==> src/rtl/fuzzy_rule_scheduler.sv <==
// Fuzzy rule scheduler: streams rule antecedent sets into a shared two-stage
// comparator tree, tracks in-flight slots with a tag pipeline, and aggregates
// the maximum firing strength over all rules of one command.
module fuzzy_rule_scheduler #(
  parameter int WIDTH     = 3,
  parameter int MAX_RULES = 15
) (
  input  logic             clock,
  input  logic             reset,
  input  logic             io_cmd_valid,
  output logic             io_cmd_ready,
  input  logic [3:0]       io_cmd_bits_numRules,
  input  logic             io_rule_valid,
  output logic             io_rule_ready,
  input  logic [WIDTH-1:0] io_rule_bits_0,
  input  logic [WIDTH-1:0] io_rule_bits_1,
  input  logic [WIDTH-1:0] io_rule_bits_2,
  input  logic [WIDTH-1:0] io_rule_bits_3,
  output logic             io_cmp_start,
  output logic [WIDTH-1:0] io_cmp_inputs_0,
  output logic [WIDTH-1:0] io_cmp_inputs_1,
  output logic [WIDTH-1:0] io_cmp_inputs_2,
  output logic [WIDTH-1:0] io_cmp_inputs_3,
  input  logic [WIDTH-1:0] io_cmp_result,
  output logic             io_out_valid,
  input  logic             io_out_ready,
  output logic [WIDTH-1:0] io_out_bits,
  output logic             io_busy
);

  localparam int CNT_W = $clog2(MAX_RULES + 1);

  typedef enum logic [1:0] {IDLE, ISSUE, DRAIN, DONE} state_t;

  state_t           state;
  state_t           stateNext;
  logic [CNT_W-1:0] numRules;
  logic [CNT_W-1:0] issued;
  logic [CNT_W-1:0] retired;
  logic [WIDTH-1:0] acc;
  logic             tag0;
  logic             tag1;

  logic cmdFire;
  logic ruleFire;
  logic retire;
  logic lastIssue;
  logic lastRetire;

  assign cmdFire    = io_cmd_valid & io_cmd_ready;
  assign ruleFire   = io_rule_valid & io_rule_ready;
  // tag1 only ever holds a 1 while the tree is advancing, but gating keeps a
  // frozen tree from ever retiring.
  assign retire     = tag1 & io_cmp_start;
  assign lastIssue  = ruleFire && ((issued + CNT_W'(1)) == numRules);
  assign lastRetire = retire && ((retired + CNT_W'(1)) == numRules);

  assign io_cmp_inputs_0 = io_rule_bits_0;
  assign io_cmp_inputs_1 = io_rule_bits_1;
  assign io_cmp_inputs_2 = io_rule_bits_2;
  assign io_cmp_inputs_3 = io_rule_bits_3;
  assign io_out_bits     = acc;

  // State register
  always_ff @(posedge clock) begin
    if (reset) state <= IDLE;
    else       state <= stateNext;
  end

  // Next-state decode
  always_comb begin
    stateNext = state;
    case (state)
      IDLE: begin
        if (io_cmd_valid) begin
          stateNext = (io_cmd_bits_numRules == 4'd0) ? DONE : ISSUE;
        end
      end
      ISSUE: begin
        if (lastRetire)     stateNext = DONE;
        else if (lastIssue) stateNext = DRAIN;
      end
      DRAIN: begin
        if (lastRetire) stateNext = DONE;
      end
      DONE: begin
        if (io_out_ready) stateNext = IDLE;
      end
      default: stateNext = IDLE;
    endcase
  end

  // Handshake and tree-enable outputs decoded from state
  always_comb begin
    io_cmd_ready  = (state == IDLE);
    io_rule_ready = (state == ISSUE);
    io_cmp_start  = (state == ISSUE) || (state == DRAIN);
    io_out_valid  = (state == DONE);
    io_busy       = (state != IDLE);
  end

  // Counters, slot tags and max-accumulator
  always_ff @(posedge clock) begin
    if (reset) begin
      numRules <= '0;
      issued   <= '0;
      retired  <= '0;
      acc      <= '0;
      tag0     <= 1'b0;
      tag1     <= 1'b0;
    end else begin
      if (cmdFire) begin
        numRules <= CNT_W'(io_cmd_bits_numRules);
        issued   <= '0;
        retired  <= '0;
        acc      <= '0;
      end
      if (ruleFire) begin
        issued <= issued + CNT_W'(1);
      end
      if (io_cmp_start) begin
        tag0 <= ruleFire;
        tag1 <= tag0;
      end
      if (retire) begin
        if (io_cmp_result > acc) acc <= io_cmp_result;
        retired <= retired + CNT_W'(1);
      end
    end
  end

endmodule

==> config.mk <==
export PLATFORM = sky130hd
export DESIGN_NAME = fuzzy_rule_scheduler
export DESIGN_NICKNAME = d
export VERILOG_FILES = /design/src/rtl/fuzzy_rule_scheduler.sv
export SDC_FILE = /design/constraint.sdc
export NUM_CORES = 1
export LEC_CHECK = 0
export CAP_MARGIN = 10
export CORE_MARGIN = 1.5
export CORE_UTILIZATION = 57
export DETAILED_ROUTE_END_ITERATION = 6
export DONT_BUFFER_PORTS = 1
export HOLD_SLACK_MARGIN = 0.15
export MAX_ROUTING_LAYER = met4
export PLACE_DENSITY_LB_ADDON = 0.1
export SLEW_MARGIN = 5
export SYNTH_ARGS = -nofsm -noshare
export SYNTH_HDL_FRONTEND = slang
export SYNTH_SLANG_ARGS = --single-unit
==> constraint.sdc <==
create_clock -name clock -period 4.9 [get_ports clock]
set_clock_uncertainty 0.05 [all_clocks]
set_input_delay 0.49 -clock clock [delete_from_list [all_inputs] [get_ports clock]]
set_output_delay 0.49 -clock clock [all_outputs]
set_load 0.005 [all_outputs]
==> impl_metrics.ini, run 1 <==
[yosys]
synth_area_leaders = dfxtp_1, ha_1, a21oi_1, buf_4, xnor2_1
synth_xor_area_frac = 0.09215
synth_nets = 178
synthAdderAreaFrac = 0.09424
async_reset_ff_frac = 0
yosysSeqAreaShare = 0.3183
synth_common_cells = a21oi_1, dfxtp_1, nor2_1
synth_simple_gate_area_share = 0.1979
synth_area_per_cell_um2 = 8.241
synth_seq_cells = 19
synth_top_family_by_area = simple AND/OR/NAND/NOR gates
ys_warn_count = 0
syn_area_um2 = 1195
synth_edf_count = 0
synth_compound_area_frac = 0.1634
synthFlopType = dfxtp_1
synth.most_common_cell = a21oi_1
muxShareOfSynthArea = 0.02618
syn_inst = 145
synth_top_area_frac = 0.3183
yosys.area.top_type = dfxtp_1
ys_types = 34

[finish]
fill_cells = 206
drive_gt1_frac = 0.04511
syn_to_final_growth_pct = -3.874
nets = 167
diodes = 0
fin_cells = 160
final_core_utilization = 0.5855

[cts]
htreeDepth = 1
cts.clk_slew.worst_paths_ps = 110
root_buffer = clkbuf_4
clk_latency_ps = 290
cts_max_path_buffers = 2
cts_resized = 0
numCtsBuffers = 3
cts_tree = done
cts_hold_buf = 0
cts_sinks = 19
post-cts-setup-buffer-count = 0

[placement]
io_buffers = 0
pre_cts_slack_ps = 2776
placedCellCount = 156
place_hpwl_um = 1712
gp_congestion = 0.8358

[drt]
via_count = 911
dr.pass1.iters = 4
ant_nets = 0
routed_wl_um = 2252
drt_iter0_markers = 17
via_per_inst = 5.694
route.detailed.drc = 0
wire_per_inst_um = 14.08

[power_and_ir_drop]
power_per_cell_area_nw_per_um2 = 351.9
peakVddDrop_mv = 0.2138
p_leak_nw = 0.4393

[grt]
grt_max_degree = 21
grt.overflow.total = 0
grt_use_total = 0.2039
grt_pass1_vias = 824
antenna_found_initial = 0
grt_pass1_wl_um = 3705

[timing]
relSlewSlack = 0.7715
fin_tns_setup_ps = 0
fmax_mhz = 468.7
worst_slew_pin_slew_ps = 342.8
setup_viol = 0
fin_worst_hold_slack_ps = 197.2
period_minus_slack_ps = 2134
period_share = 0.4354
rsz0062_at_grt = no
worst_slack_ps = 2766
hold_viol = 0
maxSlewViolCount = 0

[floorplanning]
std_cell_rows = 16
io_pins = 44
dieArea_um2 = 2380
initial_core_util = 0.6091
die_y_um = 48.79
design.core.area_um2 = 1962
fp.dieW_um = 48.79

[worst_hold_path]
hp-class = in -> reg
hp-start = reset

[worst_setup_path]
worstPathRequired_ps = 5050
endpoint_kind = register
startpoint_type = register
cp_max_fo = 9
r2r_start = state[0]$_SDFFE_PP0P_
cp.arrival_ps = 2280
r2r_setup_slack_ps = 2770
critPathKind = reg -> reg
crit_start = state[0]$_SDFFE_PP0P_

[job]
drv_cap = 0

[status]
status = completed
## path summary, 6_finish.rpt
path,to,cells past startpoint
max,state[1]$_SDFFE_PP0P_,7
min,tag1$_SDFFE_PP0N_,1
max reg2reg,state[1]$_SDFFE_PP0P_,7
min reg2reg,tag0$_SDFFE_PP0N_,2
## flip-flops by register name, indices dropped and copies added, names as in the netlist
signal,count
io_out_bits,3
issued,4
tag0,1
state,2
tag1,1
numRules,4
retired,4
## layer usage
| layer | wire length, µm | global-route usage |
|---|---|---|
| met2 | 973 | 0.3037 |
| met3 | 179 | 0.04908 |
| met5 | 0 | - |
| met4 | 38 | 0.1095 |
| met1 | 1061 | 0.2564 |
## critical path, stage by stage, from the launching register on
cell and delay, ps:
dfxtp_1 440, inv_1 90, ha_1 460, nand2_1 180, nor2_1 130, o2111ai_1 160
a21oi_1 190, mux2_1 330
## per-stage QoR
step / instance area (µm²) / power [mW]
after global placement: 1122 / 0.3228
after CTS: 1149 / 0.4074
after detailed placement: 1122 / 0.3264
after floorplan: 1195 / 0.3116
final: 1149 / 0.4042
after global routing: 1149 / 0.4308
## area by class of cell
cell class                      count  area (µm²)  share of cell area
Inverter                            6       22.52             0.01961
Clock buffer                        4       26.28             0.02288
Multi-Input combinational cell    104       685.7              0.5970
Sequential cell                    19       380.4              0.3312
Tap cell                           27       33.78             0.02941
## cell families after synthesis
logic type / Yosys count
xor gates and xnor gates: 11
buffers and inverters: 22
DFF: 19
adders and majority gates: 9
AOI/OAI and AO/OA: 33
and+or+nand+nor: 48
muxes: 3
## power by group
| part | switching, mW | total [mW] | internal (mW) | leakage, nW |
|---|---|---|---|---|
| registers | 0.0163 | 0.184 | 0.168 | 0.154 |
| clock network | 0.0498 | 0.0814 | 0.0317 | 0.0150 |
| logic | 0.0847 | 0.139 | 0.0539 | 0.270 |
## layout by cell type, fill, tap and decap left out
master	netlist	layout
ha_1	9	9
nand2b_1	2	2
nand4b_1	2	2
xor2_1	3	3
o21a_1	2	2
or3_1	3	3
nand2_2	1	1
inv_1	6	6
clkbuf_1	3	1
and3_1	1	1
o21ai_0	4	4
and2_1	1	1
or4_1	1	1
xnor3_1	1	1
a31oi_1	1	1
nand3_1	3	3
a21oi_1	20	20
xnor2_1	7	7
a32oi_1	2	2
mux2_1	1	1
nand2_1	13	13
dfxtp_1	19	19
clkbuf_4	0	3
a31oi_2	1	1
nand3b_1	1	1
mux2i_1	2	2
nor3_1	1	1
nor2_1	16	16
a211oi_1	1	1
o21bai_1	1	1
nor4_2	1	1
nor2b_1	2	2
o2111ai_1	1	1
(Power assumes the default switching activity.)
==> inputs of run 2 (changes only) <==
- CORE_UTILIZATION: 57 -> 55
- clock period: 4.9 -> 1.8 ns (I/O delays scaled with it)
==> run 2 against run 1 <==
The run now ends with negative hold slack left. Sequential power grew to 2.8 times the previous value. Final cell count grew 6.9%. Wire length grew 16%. Register-to-register slack got worse by 2700 ps. Flip-flop and latch count is the same. First-iteration DRC count down 71%. Global-route usage grew 1.4 points. Combinational power rose to 3.7 times the previous value. Largest cell class unchanged. Highest routed layer unchanged.
==> impl_metrics.ini, run 2 (same netlist as run 1, synthesis figures left out) <==
[cts]
clk_latency_ps = 300
cts.clk_slew.worst_paths_ps = 100
cts_hold_buf = 1
htreeDepth = 1
cts_sinks = 19
numCtsBuffers = 3
cts_max_path_buffers = 2
root_buffer = clkbuf_4
cts_tree = done

[timing]
relSlewSlack = 0.7734
period_share = 0.9791
fin_worst_hold_slack_ps = -127.4
fmax_mhz = 567.4
maxSlewViolCount = 0
setup_viol = 0
period_minus_slack_ps = 1762
worst_slew_pin_slew_ps = 336.3
rsz0062_at_grt = yes
hold_viol = 18

[power_and_ir_drop]
power.share.clock = 0.175
power_switching_mw = 0.4694
p_comb_frac = 0.413
p_leak_nw = 0.5124
sw_frac_of_total = 0.3755
power_frac_seq = 0.411
power_per_cell_area_nw_per_um2 = 932.9
total_power_mw = 1.250
internal-power_mw = 0.7807
peakVddDrop_mv = 0.6678

[worst_setup_path]
r2r_setup_slack_ps = 40
startpoint_type = register
cp_max_fo = 4
worstPathRequired_ps = 1990
critPathKind = reg -> reg
critPathMaxStageDelay_ps = 390
path_cells = inv_2 -> ha_4 -> nor2b_4 -> o21a_1 -> o21a_2 -> or3_1 -> a21oi_2
cp.arrival_ps = 1950
crit_family = compound AO/OA/AOI/OAI gates
worst_path_max_delay_cell = or3_1
endpoint_kind = register
cp_num_buf_inv = 1

[floorplanning]
initial_core_util = 0.5969
fp.dieW_um = 49.61
io_pins = 44
design.core.area_um2 = 2002
std_cell_rows = 16
die_y_um = 49.61
dieArea_um2 = 2461

[drt]
route.detailed.drc = 0
via_per_inst = 5.749
via_count = 983
wire_per_inst_um = 15.29
routed_wl_um = 2614
met1_length_um = 1192
drt_iter0_markers = 5
highest_layer = met4
dr_wl_met3_um = 158
ant_nets = 0
wl_met2_um = 1234
dr.pass1.iters = 4

[grt]
grt_max_degree = 21
grt_use_total = 0.2179
grt.overflow.total = 0
grt_pass1_wl_um = 4105
antenna_found_initial = 0
grt_pass1_vias = 976

[status]
violations = negative hold slack
status = complete, but fails checks

[placement]
dpl_cell_area_um2 = 1212
io_buffers = 0
place_hpwl_um = 1903
placedCellCount = 163
gp_congestion = 0.7942

[worst_hold_path]
hp-class = in -> reg

[finish]
drive_gt1_frac = 0.2708
syn_to_final_growth_pct = 12.15
fin_cells = 171
nets = 178
multi_input_area_um2 = 778.2
register_area_um2 = 390.4
fill_cells = 184
layout_common_cells = a21oi_1, nor2_1, dfxtp_1, nand2_1, buf_4
final_core_utilization = 0.6694
diodes = 0
biggestRegsByFlops = issued: 4 flops, numRules: 4 flops, retired: 4 flops
final_common_cell = a21oi_1
stdcell_area_um2 = 1340

[job]
drv_cap = 0
[run 2: cell count changes in the layout (fill, tap and decap cells not counted), sizes merged]
cell	change
clkinv	+1
clkbuf	-1
buf	+10
dlygate4sd3	+1
[run 2: per-layer routing]
layer | global-route usage | vias up
met4 | 0.08333 | 0
met2 | 0.3622 | 31
li1 | - | 486
met3 | 0.04242 | 10
met1 | 0.2600 | 456
met5 | - | -
[run 2: path summary, 6_finish.rpt]
path                          endpoint  depth (start not counted)                 startpoint
min          io_out_bits[1]$_SDFF_PP0_                          1                      reset
min reg2reg          tag0$_SDFFE_PP0N_                          2          tag0$_SDFFE_PP0N_
max reg2reg  io_out_bits[1]$_SDFF_PP0_                          7  io_out_bits[1]$_SDFF_PP0_
max          io_out_bits[1]$_SDFF_PP0_                          7  io_out_bits[1]$_SDFF_PP0_
[run 2: metrics by stage]
| stage | setup slack, ps | TNS (ps) | hold slack [ps] |
|---|---|---|---|
| after detailed placement | -47.32 | -81.48 | 202.8 |
| after global placement | 29.67 | 0 | 201.8 |
| final | 37.70 | 0 | -127.4 |
| after CTS | -46.76 | -46.76 | -132.6 |
| after global routing | -17.38 | -33.48 | -136.8 |
| after floorplan | 8.260 | 0 | 266.0 |
[run 2: power groups by stage]
| stage | logic, mW | registers (mW) | clock network [mW] |
|---|---|---|---|
| floorplan | 0.393 | 0.512 | 0 |
| global placement | 0.458 | 0.517 | 0 |
| detailed placement | 0.471 | 0.517 | 0 |
| CTS | 0.488 | 0.511 | 0.225 |
| global route | 0.572 | 0.520 | 0.236 |
| finish | 0.516 | 0.514 | 0.219 |
[run 2: cell type report]
type / count / area share
Clock buffer: 3 / 0.01681
Sequential cell: 19 / 0.2913
Timing Repair Buffer: 11 / 0.06349
Tap cell: 27 / 0.02521
Inverter: 6 / 0.01867
Clock inverter: 1 / 0.003735
Multi-Input combinational cell: 104 / 0.5808
[run 2: what timing repair did]
item / in CTS / in global routing
resized for setup: 3 / 15
pin swaps: 5 / 9
setup buffers: 1 / 2
hold endpoints to repair: 19 / 19
endpoints found under the setup margin: 2 / 4
==> inputs of run 3 (changes only) <==
- GPL_TIMING_DRIVEN: default -> 0
==> run 3 against run 2 <==
The run ends with negative setup slack left. Critical path depth is the same. Global-route usage is 4.1 points higher. Core utilization grew 9.6 points. Non-clock buffer count increased by 23. Worst hold slack improved by 380 ps. Clock-buffer cell count is 1 higher. Fmax fell by 2.9%. Via count is 13% higher.
==> impl_metrics.ini, run 3 (same netlist as run 1, synthesis figures left out) <==
[status]
status = complete, but fails checks
violations = negative setup slack

[floorplanning]
std_cell_rows = 16
fp.dieW_um = 49.61
io_pins = 44
die_y_um = 49.61
dieArea_um2 = 2461
initial_core_util = 0.5969
design.core.area_um2 = 2002

[finish]
final_core_utilization = 0.7656
syn_to_final_growth_pct = 28.27
nets = 201
biggestRegsByFlops = issued: 4 flops, numRules: 4 flops, retired: 4 flops
diodes = 0
final_common_cell = buf_4
drive_gt1_frac = 0.2695
layout_common_cells = buf_4, a21oi_1, nor2_1, dfxtp_1, nand2_1
fill_cells = 157

[power_and_ir_drop]
power_per_cell_area_nw_per_um2 = 903.1
p_leak_nw = 0.6196
peakVddDrop_mv = 0.7340

[grt]
grt.overflow.total = 0
grt_pass1_vias = 1119
antenna_found_initial = 0
grt_pass1_wl_um = 4774
grt_max_degree = 11
grt_use_total = 0.2587

[timing]
fmax_mhz = 551.0
setup_viol = 1
relSlewSlack = 0.6522
fin_tns_setup_ps = -14.78
maxSlewViolCount = 0
period_share = 1.008
worst_slew_pin_slew_ps = 521.7
rsz0062_at_grt = yes
hold_viol = 0
period_minus_slack_ps = 1815
worst_slack_ps = -14.78

[drt]
highest_layer = met4
dr.pass1.iters = 4
via_count = 1115
dr_wl_met3_um = 253
wire_per_inst_um = 14.95
drt_iter0_markers = 40
routed_wl_um = 2900
route.detailed.drc = 0
met1_length_um = 1198
wl_met2_um = 1400
ant_nets = 0
via_per_inst = 5.747

[worst_setup_path]
cp.arrival_ps = 1970
cp_num_buf_inv = 1
reg2reg_depth = 7
startpoint_type = register
cp_max_fo = 8
cp_num_cells = 7
worstPathRequired_ps = 1960
endpoint_kind = register
crit_family = simple AND/OR/NAND/NOR gates
path_cells = inv_4 -> ha_4 -> nand2_4 -> nor4_4 -> a31oi_2 -> a21oi_2 -> mux2_4
critPathKind = reg -> reg
critPathMaxStageDelay_ps = 350
worst_path_max_delay_cell = dfxtp_2

[worst_hold_path]
hold-path-cell-count = 3
hp-class = in -> reg

[cts]
numCtsBuffers = 3
cts_tree = done
cts_sinks = 19
root_buffer = clkbuf_4
cts.clk_slew.worst_paths_ps = 110
clk_latency_ps = 310
cts_max_path_buffers = 2
htreeDepth = 1

[placement]
io_buffers = 0
gp_congestion = 0.8259
place_hpwl_um = 1929

[job]
drv_cap = 0
## run 3: cell count changes in the layout (fill, tap and decap cells not counted), moves of 2 or more
cell,change
clkbuf_1,+3
dlygate4sd3_1,+9
dfxtp_2,-2
nand2_2,-2
nand2_4,+2
buf_4,+11
## run 3: through the flow
| step | power (mW) | hold WS [ps] | cell area (µm²) | instances | setup WS [ps] |
|---|---|---|---|---|---|
| final | 1.384 | 256.4 | 1533 | 194 | -14.78 |
| after global routing | 1.463 | 283.7 | 1533 | 194 | -88.73 |
| after CTS | 1.352 | 210.6 | 1481 | 191 | 0.6743 |
| after detailed placement | 0.9968 | 275.2 | 1269 | 172 | -190.1 |
| after global placement | 0.9824 | 270.8 | 1269 | 172 | -137.9 |
| after floorplan | 0.9043 | 266.0 | 1235 | 145 | 8.260 |
## run 3: worst paths after layout
| path | startpoint | slack, ps | end |
|---|---|---|---|
| setup reg to reg | state[1]$_SDFFE_PP0P_ | -10 | state[1]$_SDFFE_PP0P_ |
| hold reg to reg | tag0$_SDFFE_PP0N_ | 450 | tag0$_SDFFE_PP0N_ |
| setup / recovery | state[1]$_SDFFE_PP0P_ | -10 | state[1]$_SDFFE_PP0P_ |
| hold / removal | io_cmd_valid | 260 | state[1]$_SDFFE_PP0P_ |
## run 3: power breakdown
part / switching (mW) / total, mW / internal, mW
Sequential: 0.0489 / 0.514 / 0.465
Combinational: 0.335 / 0.635 / 0.300
Clock: 0.149 / 0.235 / 0.0866
## run 3: cell type report
type,count,area [µm²],area share
Multi-Input combinational cell,104,779.5,0.5086
Sequential cell,19,391.6,0.2555
Timing Repair Buffer,19,167.7,0.1094
Buffer,15,108.9,0.07102
Tap cell,27,33.78,0.02204
Clock buffer,4,26.28,0.01714
Inverter,6,25.02,0.01633
## run 3: timing repair
item,4_1_cts,5_1_grt
hold buffers,10,0
setup endpoints to repair,2,7
pin swaps,4,9
setup buffers,5,4
hold endpoints to repair,13,0
resized for setup,11,6
## run 3: worst reg2reg max path, cell delays in order, from the launching register on
cell     delay, ps
dfxtp_2        350
inv_4           80
ha_4           190
nand2_4         80
nor4_4         310
a31oi_2        160
a21oi_2        180
mux2_4         310
## run 3: layer usage
layer / vias up / GRT usage
li1: 532 / -
met1: 518 / 0.3093
met2: 59 / 0.4222
met3: 6 / 0.04848
met4: 0 / 0.1157
met5: - / -
